## src/rtl/fc_pkg.sv

```systemverilog
`default_nettype none
// ============================================================================
// Module : fc_pkg
// Brief  : Shared state encoding and index/mask helpers for the FC tile scheduler.
// Rev    : 1.0
// ============================================================================
package fc_pkg;

  localparam int MASK_W = 32;

  typedef enum logic [2:0] {
    IDLE  = 3'd0,
    ISSUE = 3'd1,
    WAIT  = 3'd2,
    OUT   = 3'd3,
    DONE  = 3'd4
  } fc_sched_state_e;

  function automatic logic [31:0] ceil_div(input logic [31:0] a, input logic [31:0] d);
    return (a + d - 32'd1) / d;
  endfunction

  // Lane k is live when it falls inside the layer dimension.
  function automatic logic [MASK_W-1:0] mask_f(input logic [31:0] base,
                                               input logic [31:0] len,
                                               input int          lanes);
    logic [MASK_W-1:0] m;
    m = '0;
    for (int k = 0; k < MASK_W; k++) begin
      if ((k < lanes) && ((base + 32'(k)) < len)) m[k] = 1'b1;
    end
    return m;
  endfunction

endpackage
`default_nettype wire

```

## src/rtl/fc_acc_bank.sv

```systemverilog
`default_nettype none
// ============================================================================
// Module : fc_acc_bank
// Brief  : LANES x WIDTH partial-sum registers with clear, load and wrap-around accumulate.
// Rev    : 1.0
// ============================================================================
module fc_acc_bank #(
  parameter int LANES = 4,
  parameter int WIDTH = 32
) (
  input  logic                   clk,
  input  logic                   rst_n,
  input  logic                   clear,
  input  logic                   load,
  input  logic                   accum,
  input  logic [LANES*WIDTH-1:0] din,
  output logic [LANES*WIDTH-1:0] dout
);

  for (genvar i = 0; i < LANES; i++) begin : g_lane
    logic [WIDTH-1:0] acc;

    always_ff @(posedge clk or negedge rst_n) begin
      if (!rst_n) begin
        acc <= '0;
      end else if (clear) begin
        acc <= '0;
      end else if (load) begin
        acc <= din[i*WIDTH +: WIDTH];
      end else if (accum) begin
        acc <= acc + din[i*WIDTH +: WIDTH];
      end
    end

    assign dout[i*WIDTH +: WIDTH] = acc;
  end

endmodule
`default_nettype wire

```

## src/rtl/fc_tile_scheduler.sv

```systemverilog
`default_nettype none
// ============================================================================
// Module : fc_tile_scheduler
// Brief  : Walks an out_len x in_len FC layer through an M_TILE x N_TILE tile datapath.
// Rev    : 1.0
// ============================================================================
module fc_tile_scheduler
  import fc_pkg::*;
#(
  parameter int M_TILE    = 4,
  parameter int N_TILE    = 4,
  parameter int ACC_WIDTH = 32,
  parameter int DIM_WIDTH = 16
) (
  input  logic                      clk,
  input  logic                      rst_n,
  input  logic                      start,
  input  logic                      abort,
  input  logic [DIM_WIDTH-1:0]      cfg_out_len,
  input  logic [DIM_WIDTH-1:0]      cfg_in_len,
  output logic                      busy,
  output logic                      done,
  output logic                      tile_valid,
  input  logic                      tile_ready,
  output logic [DIM_WIDTH-1:0]      tile_m_base,
  output logic [DIM_WIDTH-1:0]      tile_n_base,
  output logic [N_TILE-1:0]         tile_n_mask,
  output logic                      tile_bias_en,
  input  logic                      part_valid,
  input  logic [M_TILE*ACC_WIDTH-1:0] part_vec,
  output logic                      out_valid,
  input  logic                      out_ready,
  output logic [M_TILE*ACC_WIDTH-1:0] out_vec,
  output logic [M_TILE-1:0]         out_m_mask,
  output logic                      protocol_err
);

  fc_sched_state_e state, next_state;

  logic [DIM_WIDTH-1:0] out_len_q, in_len_q, nm, nn, m_idx, n_idx;
  logic start_acc, part_take, n_last, m_last, n_adv, m_adv;

  assign start_acc = (state == IDLE) && start && !abort;
  assign part_take = (state == WAIT) && part_valid && !abort;
  assign n_last    = (n_idx == nn - DIM_WIDTH'(1));
  assign m_last    = (m_idx == nm - DIM_WIDTH'(1));
  assign n_adv     = part_take && !n_last;
  assign m_adv     = (state == OUT) && out_ready && !abort && !m_last;

  always_ff @(posedge clk or negedge rst_n) begin
    if (!rst_n) state <= IDLE;
    else        state <= next_state;
  end

  // abort overrides every transition, including a start seen in IDLE.
  always_comb begin
    next_state = state;
    if (abort) begin
      next_state = IDLE;
    end else begin
      case (state)
        IDLE:  if (start)
                 next_state = ((cfg_out_len == '0) || (cfg_in_len == '0)) ? DONE : ISSUE;
        ISSUE: if (tile_ready) next_state = WAIT;
        WAIT:  if (part_valid) next_state = n_last ? OUT : ISSUE;
        OUT:   if (out_ready)  next_state = m_last ? DONE : ISSUE;
        DONE:  next_state = IDLE;
        default: next_state = IDLE;
      endcase
    end
  end

  always_comb begin
    busy       = (state != IDLE);
    done       = (state == DONE);
    tile_valid = (state == ISSUE);
    out_valid  = (state == OUT);
  end

  // Bases and masks advance together with the counters so request fields stay registered.
  always_ff @(posedge clk or negedge rst_n) begin
    if (!rst_n) begin
      out_len_q    <= '0;
      in_len_q     <= '0;
      nm           <= '0;
      nn           <= '0;
      m_idx        <= '0;
      n_idx        <= '0;
      tile_m_base  <= '0;
      tile_n_base  <= '0;
      tile_n_mask  <= '0;
      out_m_mask   <= '0;
      tile_bias_en <= 1'b0;
    end else if (start_acc) begin
      out_len_q    <= cfg_out_len;
      in_len_q     <= cfg_in_len;
      nm           <= DIM_WIDTH'(ceil_div(32'(cfg_out_len), 32'(M_TILE)));
      nn           <= DIM_WIDTH'(ceil_div(32'(cfg_in_len), 32'(N_TILE)));
      m_idx        <= '0;
      n_idx        <= '0;
      tile_m_base  <= '0;
      tile_n_base  <= '0;
      tile_n_mask  <= N_TILE'(mask_f(32'd0, 32'(cfg_in_len), N_TILE));
      out_m_mask   <= M_TILE'(mask_f(32'd0, 32'(cfg_out_len), M_TILE));
      tile_bias_en <= 1'b1;
    end else if (n_adv) begin
      n_idx        <= n_idx + DIM_WIDTH'(1);
      tile_n_base  <= tile_n_base + DIM_WIDTH'(N_TILE);
      tile_n_mask  <= N_TILE'(mask_f(32'(tile_n_base + DIM_WIDTH'(N_TILE)), 32'(in_len_q), N_TILE));
      tile_bias_en <= 1'b0;
    end else if (m_adv) begin
      m_idx        <= m_idx + DIM_WIDTH'(1);
      n_idx        <= '0;
      tile_m_base  <= tile_m_base + DIM_WIDTH'(M_TILE);
      tile_n_base  <= '0;
      tile_n_mask  <= N_TILE'(mask_f(32'd0, 32'(in_len_q), N_TILE));
      out_m_mask   <= M_TILE'(mask_f(32'(tile_m_base + DIM_WIDTH'(M_TILE)), 32'(out_len_q), M_TILE));
      tile_bias_en <= 1'b1;
    end
  end

  always_ff @(posedge clk or negedge rst_n) begin
    if (!rst_n)                            protocol_err <= 1'b0;
    else if (start_acc)                    protocol_err <= 1'b0;
    else if (part_valid && state != WAIT)  protocol_err <= 1'b1;
  end

  fc_acc_bank #(
    .LANES (M_TILE),
    .WIDTH (ACC_WIDTH)
  ) u_acc_bank (
    .clk   (clk),
    .rst_n (rst_n),
    .clear (start_acc),
    .load  (part_take && (n_idx == '0)),
    .accum (part_take && (n_idx != '0)),
    .din   (part_vec),
    .dout  (out_vec)
  );

endmodule
`default_nettype wire

```

## config.mk

```make
export PLATFORM = sky130hd
export DESIGN_NAME = fc_tile_scheduler
export DESIGN_NICKNAME = d
export VERILOG_FILES = /design/src/rtl/fc_pkg.sv /design/src/rtl/fc_acc_bank.sv /design/src/rtl/fc_tile_scheduler.sv
export SDC_FILE = /design/constraint.sdc
export NUM_CORES = 1
export LEC_CHECK = 0
export BUFFER_PORTS_ARGS = -buffer_cell sky130_fd_sc_hd__clkbuf_2
export CORE_ASPECT_RATIO = 0.75
export CORE_MARGIN = 8
export CORE_UTILIZATION = 45
export DETAILED_ROUTE_END_ITERATION = 8
export GPL_TIMING_DRIVEN = 0
export PLACE_DENSITY_LB_ADDON = 0.08
export RECOVER_POWER = 50
export SLEW_MARGIN = 20
export SYNTH_ARGS = -nofsm -noshare
export SYNTH_HDL_FRONTEND = slang
export SYNTH_SLANG_ARGS = --single-unit
```

## constraint.sdc

```tcl
create_clock -name clk -period 7.3 [get_ports clk]
set_clock_uncertainty 0.05 [all_clocks]
set_input_delay 0.365 -clock clk [delete_from_list [all_inputs] [get_ports clk]]
set_output_delay 0.365 -clock clk [all_outputs]
set_load 0.01 [all_outputs]
```

==> results_dict.tcl, run 1 <==
set metrics [dict create \
    coreArea_um2 48300 \
    wl_um 78200 \
    dp_hpwl_um 61100 \
    ant_nets 0 \
    dpl.cell_count 3610 \
    dpl_cell_area_um2 24400 \
    ys_types 80 \
    cp.required_ns 7.43 \
    hold_violations 0 \
    highest_layer "met5" \
    timing.fmax_mhz 216 \
    synth_enable_flop_cells 0 \
    max-cap-violations 2 \
    final_nets 3384 \
    dr.pass1.iters 5 \
    tightest_slew_ns 2.74 \
    synth_area_um2 21800 \
    async_flop_share 1.00 \
    final_util 0.525 \
    hp-class "in -> reg" \
    pin_count 341 \
    violations "max-capacitance violations, max-slew violations" \
    cts_tree "yes" \
    grt_max_degree 81 \
    fin_tns_setup_ns 0 \
    gp_congestion 0.908 \
    ys.flop_type "dfrtp_1" \
    synth_area_leader_cell "dfrtp_1" \
    cts_inserted_buffers 34 \
    power_density_nw_per_um2 228 \
    die_area_um2 55900 \
    post_drt_wl_per_cell_um 21.3 \
    rsz0062_at_grt "no" \
    cts.sink_count 263 \
    htreeDepth 2 \
    start_util 0.451 \
    vias 21595 \
    drc 0 \
    p_leak_uw 0.0123 \
    worstSkewPairLatency_ns 0.53 \
    drive_gt1_frac 0.120 \
    row_count 70 \
    cts_setup_buffers 0 \
    grt-ovfl-total 0 \
    cts_hold_buf 1 \
    wl_met2_um 34300 \
    slew_headroom -0.827 \
    die_width_um 270 \
    min_period_ns 4.63 \
    layout_common_cells "o21ai_0, dfrtp_1, nand2_1" \
    die_y_um 207 \
    synth_seq_area_share 0.302 \
    gr-usage-all-layers 0.269 \
    critPathMaxFanout 80 \
    final_common_cell "o21ai_0" \
    syn-mean-instance-area_um2 8.33 \
    ir_worst_vdd_mv 0.169 \
    endpoint_kind "async pin" \
    port_buffers 336 \
    grt_pass1_vias 21124 \
    synth.area.top_cells "dfrtp_1, ha_1, o21ai_0, xnor2_1, a21oi_1" \
    setup_viol 0 \
    cts-resized-gates 0 \
    root_buffer "clkbuf_16" \
    syn_inst 2620 \
    fin_crit_sh 0.634 \
    drtIter0Drc 1663 \
    layout.cells.non_filler 3678 \
    avgViaCountPerCell 5.87 \
    m1WireLength_um 36100 \
    yosysWarningCount 0 \
    crit_path_start_kind "input port" \
    arrival_ns 4.76 \
    status "complete, but fails checks" \
    area_growth_syn_to_layout_pct 16.4 \
    clockBufferDepth 3 \
    clkTransAtPathRegs_ns 0.06 \
    drv_slew 123 \
    antenna_found_initial 16 \
    grt_pass1_wl_um 120000 \
    synth.top_cell.area_share 0.302 \
    ys_ff_latch 263 \
    fin_area_um2 25400 \
    critPathKind "in -> async" \
    wl_met3_um 5530 \
]
per-stage QoR:
stage / hold slack (ns) / total power [µW] / setup slack [ns]
CTS: 0.0195 / 5830 / 2.81
global placement: 0.443 / 4070 / -0.223
detailed placement: 0.296 / 4120 / 2.84
global route: 0.0424 / 6170 / 1.82
finish: 0.0404 / 5780 / 2.67
floorplan: 0.0194 / 3400 / 3.30
worst paths after layout:
check | startpoint | to | slack [ns] | depth (start not counted)
worst max-delay path | rst_n | u_acc_bank.g_lane[0].acc[26] | 2.67 | 3
worst min-delay path | part_vec[27] | u_acc_bank.g_lane[0].acc[27] | 0.04 | 3
worst max register to register | state[1] | u_acc_bank.g_lane[3].acc[18] | 2.75 | 9
worst min register to register | out_len_q[0] | out_len_q[0] | 0.46 | 2
max in group clk | state[1] | u_acc_bank.g_lane[3].acc[18] | 2.75 | 9
min in group asynchronous | rst_n | in_len_q[2] | 1.20 | 2
cells by family after synthesis:
family / after synthesis / share of synthesized area
AO/OA/AOI/OAI: 855 / 0.244
XOR/XNOR: 250 / 0.100
adder cells (fa/ha/maj): 218 / 0.126
buffers and inverters: 217 / 0.0396
flip-flops: 263 / 0.302
multiplexers: 25 / 0.0125
other: 1 / 0.000172
AND/OR/NAND/NOR: 791 / 0.175
worst max-delay path, cell delays in order:
cell           delay (ns)
dlygate4sd3_1        0.52
clkbuf_1             1.92
clkbuf_2             1.85
synth_stat cells (all sizes together) (9+ instances only):
| library cell | number |
|---|---|
| o21ai | 286 |
| nor4 | 23 |
| nor2b | 31 |
| dfrtp | 263 |
| o21a | 43 |
| nand2b | 23 |
| inv | 92 |
| nor2 | 189 |
| nor3b | 10 |
| a2111oi | 9 |
| or2 | 10 |
| a21oi | 204 |
| mux2i | 16 |
| and2 | 9 |
| a211oi | 17 |
| a211o | 10 |
| nand4 | 26 |
| a22oi | 37 |
| clkbuf | 92 |
| xor2 | 106 |
| a32oi | 17 |
| o21bai | 19 |
| buf | 33 |
| nor3 | 48 |
| a21o | 86 |
| nand3 | 64 |
| xnor2 | 144 |
| and3 | 39 |
| ha | 214 |
| o211ai | 17 |
| o31ai | 14 |
| a22o | 21 |
| a31oi | 20 |
| or3 | 22 |
| nand2 | 261 |
cell type report:
type                       count  area (µm²)
clock inverter                 8        47.5
clock buffer                  52        1040
tap                          648         811
multi-input combinational   2143       14400
sequential                   263        6580
antenna                        7        17.5
buffer                       125         519
timing repair buffer         340        1640
fill                        4800       23000
inverter                      92         345
report_power, final:
part	internal [µW]	switching (µW)	leakage [µW]
sequential	1680	219	0.00350
clock	982	693	0.000544
combinational	903	1310	0.00824
total	3560	2220	0.0123
per-layer routing:
metal | vias up | GRT usage
met5 | - | 0
met4 | 16 | 0.0733
met2 | 673 | 0.427
met3 | 128 | 0.0526
li1 | 10248 | -
met1 | 10530 | 0.374
state kept, by name (all words and copies together), names as in the netlist:
signal and cells:
tile_m_base 14, protocol_err 1, nm 15, tile_n_mask 4, out_m_mask 4, m_idx 16
n_idx 16, out_len_q 16, tile_n_base 14, in_len_q 16, u_acc_bank.g_lane.acc 128, nn 15
tile_bias_en 1, state 3
(Power assumes the default switching activity.)
==> inputs of run 2 (changes only) <==
==> constraint.sdc (replaced) <==
create_clock -name clk -period 4.4 [get_ports clk]
set_clock_uncertainty 0.05 [all_clocks]
set_input_delay 0.22 -clock clk [delete_from_list [all_inputs] [get_ports clk]]
set_output_delay 0.22 -clock clk [all_outputs]
set_load 0.01 [all_outputs]
==> results_dict.tcl, run 2 (synthesis gave the netlist of run 1 again) <==
set metrics [dict create \
    ir_worst_vdd_mv 0.280 \
    root_buffer "clkbuf_16" \
    rsz0062_at_grt "no" \
    clkTransAtPathRegs_ns 0.06 \
    port_buffers 336 \
    max-cap-violations 1 \
    layout_common_cells "o21ai_0, dfrtp_1, nand2_1" \
    critPathBufInv 4 \
    hold_path_startpoint "cfg_out_len[12]" \
    arrival_ns 4.55 \
    crit_path_start_kind "flip-flop" \
    grt_max_degree 81 \
    avgViaCountPerCell 5.82 \
    cp_cell_sequence "clkbuf_1, or3b_2, nor3b_1, clkbuf_1, nor2_1, clkbuf_1, clkbuf_1, a32oi_1, o21ai_0" \
    timing.fmax_mhz 237 \
    drive_gt1_frac 0.119 \
    wl_um 79900 \
    largest_register "u_acc_bank.g_lane.acc" \
    worstSkewPairLatency_ns 0.52 \
    hold_violations 0 \
    coreArea_um2 48300 \
    largest_register_ffs 128 \
    cts_inserted_buffers 34 \
    m1WireLength_um 36400 \
    whs_ns 0.0200 \
    grt_pass1_vias 21869 \
    dp_hpwl_um 61100 \
    tightest_slew_ns 2.63 \
    cts_setup_buffers 0 \
    min_period_ns 4.22 \
    antenna_found_initial 7 \
    cts.sink_count 263 \
    violations "max-capacitance violations, max-slew violations" \
    grt_pass1_wl_um 123000 \
    row_count 70 \
    timing.rr.start "state[1]" \
    wl_met3_um 5620 \
    hp-class "in -> reg" \
    final_common_cell "o21ai_0" \
    drv_slew 43 \
    critPathLaunch "state[1]" \
    die_y_um 207 \
    final_util 0.555 \
    cts_tree "yes" \
    critPathKind "reg -> reg" \
    cpPeakStageDelay_ns 0.70 \
    dp_slack_ns -0.0645 \
    highest_layer "met5" \
    dr.pass1.iters 5 \
    power_density_nw_per_um2 362 \
    post_drt_wl_per_cell_um 20.9 \
    final_nets 3527 \
    crit_top_cell "clkbuf_1" \
    clockBufferDepth 3 \
    drc 0 \
    slew_headroom -0.752 \
    ant_nets 0 \
    htreeDepth 2 \
    die_width_um 270 \
    drtIter0Drc 1734 \
    setup_ws_ns 0.180 \
    vias 22217 \
    p_leak_uw 0.0129 \
    critPathMaxFanout 10 \
    area_growth_syn_to_layout_pct 23.0 \
    setup_viol 0 \
    critical_path.slowest_cell "clkbuf_1" \
    gp_congestion 0.908 \
    cp.required_ns 4.73 \
    fin_crit_sh 0.959 \
    fillers 4666 \
    wl_met2_um 35400 \
    start_util 0.451 \
    status "complete, but fails checks" \
    endpoint_kind "flip-flop" \
    grt-ovfl-total 0 \
    pin_count 341 \
    die_area_um2 55900 \
    fin_tns_setup_ns 0 \
    gr-usage-all-layers 0.275 \
    crit_family "buffers and inverters" \
]
## run 2: worst min-delay path: stages
cell and delay [ns]:
clkbuf_2 0.14, nand2_1 0.11, o21ai_0 0.08
## run 2: repair_timing
| item | 4_1_cts | 5_1_grt |
|---|---|---|
| setup endpoints to repair | 28 | 42 |
| pin swaps | 0 | 0 |
| endpoints found under the hold margin | 186 | 0 |
| hold buffers | 144 | 0 |
| gates resized for setup | 3 | 11 |
## run 2: power breakdown
| group | internal, µW | switching, µW | total [µW] |
|---|---|---|---|
| registers | 2780 | 365 | 3150 |
| clock network | 1630 | 1150 | 2770 |
| logic | 1580 | 2210 | 3790 |
## run 2: stage by stage
step	area, µm²	power [µW]	cells
3_3_place_gp	24300	6750	3607
4_1_cts	26900	9780	3814
3_5_place_dp	24400	6830	3610
6_report	26800	9710	3819
5_1_grt	26800	10300	3816
2_1_floorplan	21800	5640	2623
## run 2: layout make-up
type	count	area, µm²	share of cell area
Clock inverter	8	47.5	0.00177
Clock buffer	52	1040	0.0387
Tap cell	648	811	0.0302
Antenna cell	5	12.5	0.000466
Timing Repair Buffer	483	3060	0.114
Sequential cell	263	6580	0.245
Buffer	125	524	0.0195
Inverter	92	345	0.0129
Multi-Input combinational cell	2143	14400	0.537
## run 2: routing by layer
metal,vias to the layer above,GRT usage
met5,-,0
met4,8,0.0787
met3,139,0.0483
met2,723,0.442
met1,10816,0.381
li1,10531,-
## run 2: worst paths after layout
path                                                end  slack (ns)  cells past startpoint
max                         u_acc_bank.g_lane[0].acc[9]        0.18                      9
max reg2reg                 u_acc_bank.g_lane[0].acc[9]        0.18                      9
max in group asynchronous  u_acc_bank.g_lane[0].acc[29]        0.78                      3
min reg2reg                                tile_bias_en        0.46                      2
min in group asynchronous                   in_len_q[2]        1.01                      2
min                                       out_len_q[12]        0.02                      3
